--- config.mk ---
export PLATFORM = sky130hd
export DESIGN_NAME = stage_timer_flat
export DESIGN_NICKNAME = d
export VERILOG_FILES = /design/src/rtl/stage_timer_if.sv /design/src/rtl/stage_timer.sv /design/src/flat_wrapper.sv
export SDC_FILE = /design/constraint.sdc
export NUM_CORES = 1
export LEC_CHECK = 0
export CAP_MARGIN = 10
export CELL_PAD_IN_SITES_DETAIL_PLACEMENT = 1
export CELL_PAD_IN_SITES_GLOBAL_PLACEMENT = 2
export CORE_MARGIN = 4
export CORE_UTILIZATION = 40
export DETAILED_ROUTE_END_ITERATION = 6
export DONT_BUFFER_PORTS = 1
export PLACE_DENSITY_LB_ADDON = 0.05
export SYNTH_ARGS = -nofsm -noshare
export SYNTH_HDL_FRONTEND = slang
export SYNTH_SLANG_ARGS = --single-unit
--- constraint.sdc ---
create_clock -name clk -period 6.4 [get_ports clk]
set_clock_uncertainty 0.05 [all_clocks]
set_input_delay 0 -clock clk [delete_from_list [all_inputs] [get_ports clk]]
set_output_delay 0 -clock clk [all_outputs]
set_load 0.01 [all_outputs]
--- src/rtl/stage_timer_if.sv ---
// Control/status bundle for stage_timer: the master drives run/clear/load/commit controls,
// and the slave returns BCD time, best time and status flags.
interface stage_timer_if;
   logic        run;
   logic        clear;
   logic        mode;
   logic        load;
   logic [6:0]  preset_min;
   logic [5:0]  preset_sec;
   logic        commit;
   logic [15:0] nums;
   logic [15:0] best_nums;
   logic        tick;
   logic        saturated;
   logic        expired;
   logic        new_best;

   modport master (
      output run, clear, mode, load, preset_min, preset_sec, commit,
      input  nums, best_nums, tick, saturated, expired, new_best
   );

   modport slave (
      input  run, clear, mode, load, preset_min, preset_sec, commit,
      output nums, best_nums, tick, saturated, expired, new_best
   );
endinterface

--- src/rtl/stage_timer.sv ---
// Up/down mm:ss stage timer with best-time capture; tick is combinational, time updates on the tick edge,
// and the BCD outputs lag the time by one cycle. There is no backpressure: controls are sampled every cycle.
module stage_timer #(
   parameter int CLK_HZ  = 100000000,
   parameter int MAX_MIN = 99
) (
   input  logic         clk,
   input  logic         rst,
   stage_timer_if.slave bus
);

   localparam int             PW         = $clog2(CLK_HZ);
   localparam logic [PW-1:0]  PRESC_LAST = PW'(CLK_HZ - 1);
   localparam logic [6:0]     MAX_M      = 7'(MAX_MIN);
   localparam logic [5:0]     SEC_LAST   = 6'd59;

   function automatic logic [7:0] to_bcd(input logic [6:0] v);
      logic [3:0] tens;
      logic [3:0] ones;
      tens = 4'(v / 7'd10);
      ones = 4'(v - 7'(tens) * 7'd10);
      return {tens, ones};
   endfunction

   function automatic logic [12:0] to_secs(input logic [6:0] m, input logic [5:0] s);
      return 13'(m) * 13'd60 + 13'(s);
   endfunction

   logic [PW-1:0] presc_q, presc_d;
   logic [6:0]    min_q, min_d;
   logic [5:0]    sec_q, sec_d;
   logic [6:0]    best_min_q, best_min_d;
   logic [5:0]    best_sec_q, best_sec_d;
   logic          sat_q, sat_d;
   logic          exp_q, exp_d;
   logic          new_best_q, new_best_d;
   logic [15:0]   nums_q, nums_d;
   logic [15:0]   best_nums_q, best_nums_d;

   logic          presc_wrap;
   logic          tick_int;
   logic          frozen;
   logic          better;
   logic [6:0]    min_load;
   logic [5:0]    sec_load;

   assign presc_wrap = (presc_q == PRESC_LAST);
   // Reset, clear and load all swallow a tick that would otherwise land in the same cycle.
   assign tick_int   = bus.run && presc_wrap && !rst && !bus.clear && !bus.load;
   assign frozen     = sat_q || exp_q;
   assign better     = to_secs(min_q, sec_q) < to_secs(best_min_q, best_sec_q);
   assign min_load   = (bus.preset_min > MAX_M) ? MAX_M : bus.preset_min;
   assign sec_load   = (bus.preset_sec > SEC_LAST) ? SEC_LAST : bus.preset_sec;

   always_comb begin
      presc_d    = presc_q;
      min_d      = min_q;
      sec_d      = sec_q;
      best_min_d = best_min_q;
      best_sec_d = best_sec_q;
      sat_d      = sat_q;
      exp_d      = exp_q;
      new_best_d = 1'b0;

      if (bus.run) begin
         presc_d = presc_wrap ? '0 : presc_q + PW'(1);
      end

      if (bus.clear) begin
         presc_d = '0;
         min_d   = '0;
         sec_d   = '0;
         sat_d   = 1'b0;
         exp_d   = 1'b0;
      end else if (bus.load) begin
         presc_d = '0;
         min_d   = min_load;
         sec_d   = sec_load;
         sat_d   = 1'b0;
         exp_d   = 1'b0;
      end else begin
         // Compare uses the registered (pre-tick) time even when a tick lands this cycle.
         if (bus.commit && !bus.mode && better) begin
            best_min_d = min_q;
            best_sec_d = sec_q;
            new_best_d = 1'b1;
         end

         if (tick_int && !frozen) begin
            if (!bus.mode) begin
               if (sec_q < SEC_LAST) begin
                  sec_d = sec_q + 6'd1;
               end else if (min_q < MAX_M) begin
                  sec_d = '0;
                  min_d = min_q + 7'd1;
               end else begin
                  sat_d = 1'b1;
               end
            end else begin
               if (sec_q != '0) begin
                  sec_d = sec_q - 6'd1;
                  if (min_q == '0 && sec_q == 6'd1) begin
                     exp_d = 1'b1;
                  end
               end else if (min_q != '0) begin
                  sec_d = SEC_LAST;
                  min_d = min_q - 7'd1;
               end else begin
                  exp_d = 1'b1;
               end
            end
         end
      end

      nums_d      = {to_bcd(min_q), to_bcd({1'b0, sec_q})};
      best_nums_d = {to_bcd(best_min_q), to_bcd({1'b0, best_sec_q})};
   end

   always_ff @(posedge clk) begin
      if (rst) begin
         presc_q     <= '0;
         min_q       <= '0;
         sec_q       <= '0;
         best_min_q  <= MAX_M;
         best_sec_q  <= SEC_LAST;
         sat_q       <= 1'b0;
         exp_q       <= 1'b0;
         new_best_q  <= 1'b0;
         nums_q      <= '0;
         best_nums_q <= {to_bcd(MAX_M), 8'h59};
      end else begin
         presc_q     <= presc_d;
         min_q       <= min_d;
         sec_q       <= sec_d;
         best_min_q  <= best_min_d;
         best_sec_q  <= best_sec_d;
         sat_q       <= sat_d;
         exp_q       <= exp_d;
         new_best_q  <= new_best_d;
         nums_q      <= nums_d;
         best_nums_q <= best_nums_d;
      end
   end

   assign bus.nums      = nums_q;
   assign bus.best_nums = best_nums_q;
   assign bus.tick      = tick_int;
   assign bus.saturated = sat_q;
   assign bus.expired   = exp_q;
   assign bus.new_best  = new_best_q;

   a_sec_range: assert property (@(posedge clk) disable iff (rst) sec_q <= SEC_LAST);
   a_min_range: assert property (@(posedge clk) disable iff (rst) min_q <= MAX_M);
   a_flags_excl: assert property (@(posedge clk) disable iff (rst) !(sat_q && exp_q));

endmodule

--- src/flat_wrapper.sv ---
// flat-port wrapper written by rule: the top's interface ports become plain ports
module stage_timer_flat 
#(
   parameter int CLK_HZ  = 100000000,
   parameter int MAX_MIN = 99
)
  (clk, rst, bus_run, bus_clear, bus_mode, bus_load, bus_preset_min, bus_preset_sec, bus_commit, bus_nums, bus_best_nums, bus_tick, bus_saturated, bus_expired, bus_new_best);
  stage_timer_if bus_i ();
  input  logic clk;
  input  logic rst;
  input wire logic [$bits(bus_i.run)-1:0] bus_run;
  input wire logic [$bits(bus_i.clear)-1:0] bus_clear;
  input wire logic [$bits(bus_i.mode)-1:0] bus_mode;
  input wire logic [$bits(bus_i.load)-1:0] bus_load;
  input wire logic [$bits(bus_i.preset_min)-1:0] bus_preset_min;
  input wire logic [$bits(bus_i.preset_sec)-1:0] bus_preset_sec;
  input wire logic [$bits(bus_i.commit)-1:0] bus_commit;
  output wire logic [$bits(bus_i.nums)-1:0] bus_nums;
  output wire logic [$bits(bus_i.best_nums)-1:0] bus_best_nums;
  output wire logic [$bits(bus_i.tick)-1:0] bus_tick;
  output wire logic [$bits(bus_i.saturated)-1:0] bus_saturated;
  output wire logic [$bits(bus_i.expired)-1:0] bus_expired;
  output wire logic [$bits(bus_i.new_best)-1:0] bus_new_best;
  assign bus_i.run = bus_run;
  assign bus_i.clear = bus_clear;
  assign bus_i.mode = bus_mode;
  assign bus_i.load = bus_load;
  assign bus_i.preset_min = bus_preset_min;
  assign bus_i.preset_sec = bus_preset_sec;
  assign bus_i.commit = bus_commit;
  assign bus_nums = bus_i.nums;
  assign bus_best_nums = bus_i.best_nums;
  assign bus_tick = bus_i.tick;
  assign bus_saturated = bus_i.saturated;
  assign bus_expired = bus_i.expired;
  assign bus_new_best = bus_i.new_best;
  stage_timer #(.CLK_HZ(CLK_HZ), .MAX_MIN(MAX_MIN)) u_core (.clk(clk), .rst(rst), .bus(bus_i));
endmodule
# After elaboration in Yosys (flattened, before gate mapping)
# Cells that the tools add are included.
classes:
  add_sub_neg: 11
  n_mul: 6
  div: 4
  magnitude_cmp: 5
  n_eq_ne: 8
  muxes: 21
  bitwise_logic: 5
  n_reduce_logical: 27
ops:
  columns: ["cell", "count"]
  rows:
  - ["two-way mux 7 bit", 8]
  - ["two-way mux 6 bit", 8]
  - ["adder 27 x 1 -> 27 bit, second input constant", 1]
  - ["equality test 27 bit, second input constant", 1]
  - ["two-way mux 27 bit", 1]
  - ["adder 13 x 6 -> 13 bit", 2]
  - ["multiplier 7 x 4 -> 11 bit, second input constant", 2]
  - ["multiplier 4 x 3 -> 3 bit, second input constant", 4]
  - ["subtractor 4 bit", 4]
  - ["divider 6 x 4 -> 7 bit, second input constant", 2]
  - ["divider 7 x 4 -> 7 bit, second input constant", 2]
  - ["less-than comparator 13 bit", 1]
  - ["logical AND 1 bit", 8]
  - ["AND reduction 4 bit", 2]
  - ["adder 7 x 1 -> 7 bit, second input constant", 1]
  - ["> comparator 7 bit, second input constant", 1]
  - ["logical NOT 7 bit", 1]
  - ["less-than comparator 7 bit, second input constant", 1]
  - ["nonzero test 7 bit", 1]
  - ["subtractor 7 x 1 -> 7 bit, second input constant", 1]
  - ["adder 6 x 1 -> 6 bit, second input constant", 1]
  - ["equality test 6 x 1 -> 1 bit, second input constant", 1]
  - ["> comparator 6 bit, second input constant", 1]
  - ["less-than comparator 6 bit, second input constant", 1]
  - ["other kinds (18)", 31]
totals:
  ff_bits: 88
  inputBits: 20
  output_inout_bits: 36
  wordCells: 97

# Longest topological paths before layout
logic_depth:
  depth_word: 8
  mapped_depth: 23
  depth_no_buf: 22

# Worst setup path after synthesis
# OpenSTA, ideal clock, no wires.
synth_timing:
  path_type: "reg2reg"
  start: "register u_core.best_min_q[3]"
  end: "register u_core.best_min_q[1]"
  setup_time_ns: 0.120
  arrival_time_ns: 4.756
  t_required_ns: 6.230
  setup_slack_ns: 1.474
  stages_incl_launch_ff: 23
  n_path_buf: 2
  synth_period_minus_slack_ns: 4.926
  path_cell_list: "dfxtp_1 clkbuf_1 inv_1 fa_1 fa_1 inv_1 ha_1 nor2b_1 o21ai_0 nand2b_1 a21o_1 a21oi_1 xnor2_1 nand3_1 xor2_1 ha_1 nor2b_1 o21ai_0 nand3_1 a21oi_1 clkbuf_1 nor2_1 a211o_1"
synth_via:
  elab_chain_len: 5
synth_lines:
  columns: ["element", "line_no", "rtl"]
  rows:
  - ["start: declaration", "stage_timer.sv:32", "logic [6:0] best_min_q, best_min_d;"]
  - ["start signal: assignment", "stage_timer.sv:135", "best_min_q <= best_min_d;"]
  - ["multiplier 7 x 4 -> 11 bit", "stage_timer.sv:26", "return 13'(m) * 13'd60 + 13'(s);"]
  - ["adder 13 x 6 -> 13 bit", "stage_timer.sv:26", null]
  - ["less-than comparator 13 bit", "stage_timer.sv:51", "assign better = to_secs(min_q, sec_q) < to_secs(best_min_q, best_sec_q);"]
  - ["logical AND 1 bit", "stage_timer.sv:83", "if (bus.commit && !bus.mode && better) begin"]
  - ["AND reduction 3 bit (no line)", null, null]
# No other way between the ends.
# A chain may end at the register's enable or synchronous reset.

# Final worst setup path
layout_timing:
  start: "register u_core.min_q[2]"
  end: "register u_core.nums_q[11] (netlist: u_core.bus.nums[11])"
layout_via:
  elab_chain_len: 3
layout_lines:
  columns: ["element", "line_no", "rtl"]
  rows:
  - ["start: declaration", "stage_timer.sv:30", "logic [6:0] min_q, min_d;"]
  - ["start signal: assignment", "stage_timer.sv:133", "min_q <= min_d;"]
  - ["divider 7 x 4 -> 7 bit", "stage_timer.sv:20", "tens = 4'(v / 7'd10);"]
  - ["net u_core.nums_d[12]", "stage_timer.sv:37", "logic [15:0] nums_q, nums_d;"]
  - ["multiplier 4 x 3 -> 3 bit", "stage_timer.sv:21", "ones = 4'(v - 7'(tens) * 7'd10);"]
  - ["subtractor 4 bit", "stage_timer.sv:21", null]
  - ["end signal: assignment", "stage_timer.sv:140", "nums_q <= nums_d;"]
  - ["end: declaration", "stage_timer.sv:37", null]
# The timed path passes the listed nets, and every way through them passes these cells.

==> flow_summary_export.csv <==
group,metric,value,unit
outcome,outcome,"complete, no violations",
route,viasPerCell,5.53,
placed_design,gp_congestion,0.842,
worst_setup_path,worstSetupStartpoint,"u_core.min_q[2]",
yosys,mappedNetlistArea,7270,um^2
power_and_ir_drop,leakagePower,3.37,nW
yosys,synthFlopType,"dfxtp_1",
yosys,async_reset_ff_share,0,%
clock_tree,cts.sinks,86,
floorplan,die_y,143,um
route,ant_nets,0,
worst_setup_path,critical_path.max_stage_delay,0.67,ns
route,detail_route.wl_per_cell,17.9,um
timing,tns,0,ns
timing,fin_ws,0.687,ns
final_layout,fillCellCount,2157,
final_layout,regArea,1720,um^2
clock_tree,htreeDepth,3,
yosys,avgSynthCellArea,8.39,um^2
final_layout,fin_nets,1016,
worst_setup_path,r2r_cells,22,
route,num_vias,6139,
worst_setup_path,criticalPathCategory,"register to register",
worst_setup_path,required,6.63,ns
placed_design,hpwlAfterDp,14800,um
grt,first_global_vias,6597,
timing,rsz0062_at_grt,"no",
floorplan,core,17900,um^2
final_layout,drive_gt1_share,5.10,%
clock_tree,clkLatencyLatePin,0.35,ns
clock_tree,ctsLongestPathBuffers,2,
floorplan,die-width,143,um
yosys,yosysWarnings,0,
placed_design,dp_slack,0.217,ns
final_layout,multiInputGateArea,5160,um^2
floorplan,fp-row-count,49,
hold_path,min_path_type,"primary input to register",
clock_tree,cts_buffers,9,
timing,slew-limit-headroom,27.5,%
yosys,yosysUniqueCellTypes,75,
run,drv_cap,0,
timing,hold_viol_final,0,
floorplan,initial_utilization,40.6,%
placed_design,portBuffers,0,
route,first_pass_iters,4,
worst_setup_path,cp_slowest_cell,"dfxtp_1",
yosys,synth_edf_count,0,
timing,period_needed,5.71,ns
worst_setup_path,crit_path_end_kind,"register",
clock_tree,root_buffer,"clkbuf_16",
clock_tree,tritoncts,"built",
worst_setup_path,cp_max_fo,13,
timing,worst_pin_slew,1.08,ns
power_and_ir_drop,powerDensity,191,nW/um^2
worst_setup_path,startpoint_type,"register",
final_layout,area_growth,10.3,%
hold_path,holdPathStages,3,
timing,finalSetupViolCount,0,
floorplan,io_pins,56,
route,wirelength,19900,um
power_and_ir_drop,vdd_ir_drop_max,0.000160,V
timing,fin_crit_sh,89.3,%
worst_setup_path,cp_common_cell,"ha_1",
floorplan,dieArea,20400,um^2
route,drc,0,
grt,grt_max_degree,47,
final_layout,n_antenna_cell,0,
grt,antenna_found_initial,0,
timing,fmax,175,MHz
grt,track_usage,20.1,%
route,first_iter_violations,234,
worst_setup_path,crit_arrival,5.94,ns
worst_setup_path,r2r-start,"u_core.min_q[2]",
timing,slew_viol_final,0,
grt,grt-ovfl-total,0,
yosys,synth-seq-cells,86,
grt,grt_pass1_wl,33200,um
yosys,syn_inst,867,
clock_tree,cts.clk_slew.worst_paths,0.07,ns
hold_path,hold_start,"bus_load",
yosys,yosysSeqAreaShare,23.7,%
worst_setup_path,worstPathCellList,"inv_1 -> ha_1 -> nor2b_1 -> a2bb2oi_1 -> a21oi_1 -> o22ai_1 -> a22oi_1 -> nor3_2 -> ha_1 -> nor3b_1 -> nor2_1 -> nor2_1 -> o211ai_1 -> nand3b_1 -> a21oi_1 -> ha_1 -> inv_1 -> fa_1 -> xnor2_1 -> xnor2_1 -> a2111o_1 -> o21ai_1",
## critical path, delay by kind of cell (launching register included)
family | cells | cell delay, ns
AO/OA/AOI/OAI | 8 | 1.82
XOR/XNOR | 2 | 0.31
adder cells (fa/ha/maj) | 4 | 1.17
buffers and inverters | 2 | 0.40
flip-flops | 1 | 0.67
AND/OR/NAND/NOR | 6 | 1.23
## metrics by stage
| stage | instance area (um^2) | total power (W) | util, % | hold WS, ns | cells |
|---|---|---|---|---|---|
| finish | 8020 | 0.00153 | 44.8 | 0.0220 | 1111 |
| detailed placement | 7460 | 0.000973 | 41.7 | 0.0252 | 1071 |
| CTS | 8020 | 0.00156 | 44.8 | 0.0141 | 1111 |
| floorplan | 7280 | 0.000892 | - | 0.0976 | 868 |
| global route | 8020 | 0.00163 | 44.8 | 0.0568 | 1111 |
| global placement | 7460 | 0.000959 | 41.7 | 0.0232 | 1071 |
## layout by cell type (no fill, tap or decap), types with 20 or more instances in the layout
master	count
dfxtp_1	85
nor2_1	103
dlygate4sd3_1	24
inv_1	68
xnor2_1	40
o21ai_0	35
xor2_1	33
ha_1	89
nor2b_1	20
fa_1	29
a21oi_1	52
nand3_1	30
nand2_1	57
## cells in the mapped netlist (6+ instances only)
| cell type | number | area (um^2) |
|---|---|---|
| o21a_1 | 7 | 52.6 |
| xor2_1 | 33 | 289 |
| inv_1 | 68 | 255 |
| a21o_1 | 12 | 90.1 |
| dfxtp_1 | 86 | 1720 |
| a211o_1 | 11 | 96.3 |
| nand2_1 | 57 | 214 |
| ha_1 | 89 | 1110 |
| clkbuf_1 | 18 | 67.6 |
| fa_1 | 29 | 581 |
| nand2b_1 | 16 | 100 |
| and3_1 | 7 | 43.8 |
| o22ai_1 | 6 | 37.5 |
| a21oi_1 | 53 | 265 |
| or2_2 | 6 | 37.5 |
| nand4_1 | 10 | 62.6 |
| buf_2 | 6 | 30.0 |
| mux2i_1 | 9 | 90.1 |
| nor3_1 | 7 | 35.0 |
| a211oi_1 | 12 | 90.1 |
| nor2_1 | 103 | 387 |
| nand3_1 | 30 | 150 |
| nor4_1 | 8 | 50.1 |
| xnor2_1 | 40 | 350 |
| nor2b_1 | 20 | 125 |
| o21ai_0 | 35 | 175 |
## cell type report
class	count	share of cell area (%)
Timing Repair Buffer	31	3.80
Tap cell	229	3.57
Inverter	68	3.18
Sequential cell	86	21.5
Clock inverter	4	0.686
Clock buffer	11	3.03
Multi-Input combinational cell	682	64.3
## where the power goes
part           switching, W  internal [W]
clock              0.000236      0.000314
combinational      0.000219      0.000171
sequential        0.0000330      0.000556
total              0.000489       0.00104
## registers in the layout (all words and copies together), names as in the netlist
name and count:
u_core.best_min_q 7, u_core.best_sec_q 6, u_core.bus.best_nums 15, u_core.bus.expired 1, u_core.bus.new_best 1, u_core.bus.nums 15
u_core.bus.saturated 1, u_core.min_q 7, u_core.presc_q 27, u_core.sec_q 6
## repair_timing
item | in CTS | in global routing
endpoints found under the setup margin | 0 | 1
hold buffers | 25 | 0
buffers inserted | 0 | 0
resized for setup | 0 | 2
endpoints found under the hold margin | 63 | 0
## worst paths after layout
path / endpoint / slack, ns
hold reg to reg: u_core.bus.best_nums[0] / 0.44
setup / recovery: u_core.bus.nums[11] / 0.69
hold / removal: u_core.min_q[3] / 0.02
setup reg to reg: u_core.bus.nums[11] / 0.69
## routing by layer
layer,share of wire [%],global-route usage [%]
met5,0,0
met4,1.8,5.90
met3,2.3,2.58
met2,51,35.9
met1,45,25.3
## kinds of logic after synthesis
logic type / count (synthesis) / share of synthesized area, %
AOI/OAI and AO/OA: 188 / 17.2
xor gates and xnor gates: 73 / 8.79
adders and majority gates: 118 / 23.3
buffers and inverters: 100 / 5.59
DFF: 86 / 23.7
muxes: 10 / 1.39
other: 1 / 0.0516
and+or+nand+nor: 291 / 20.0
Power figures use the tool's default switching activity.
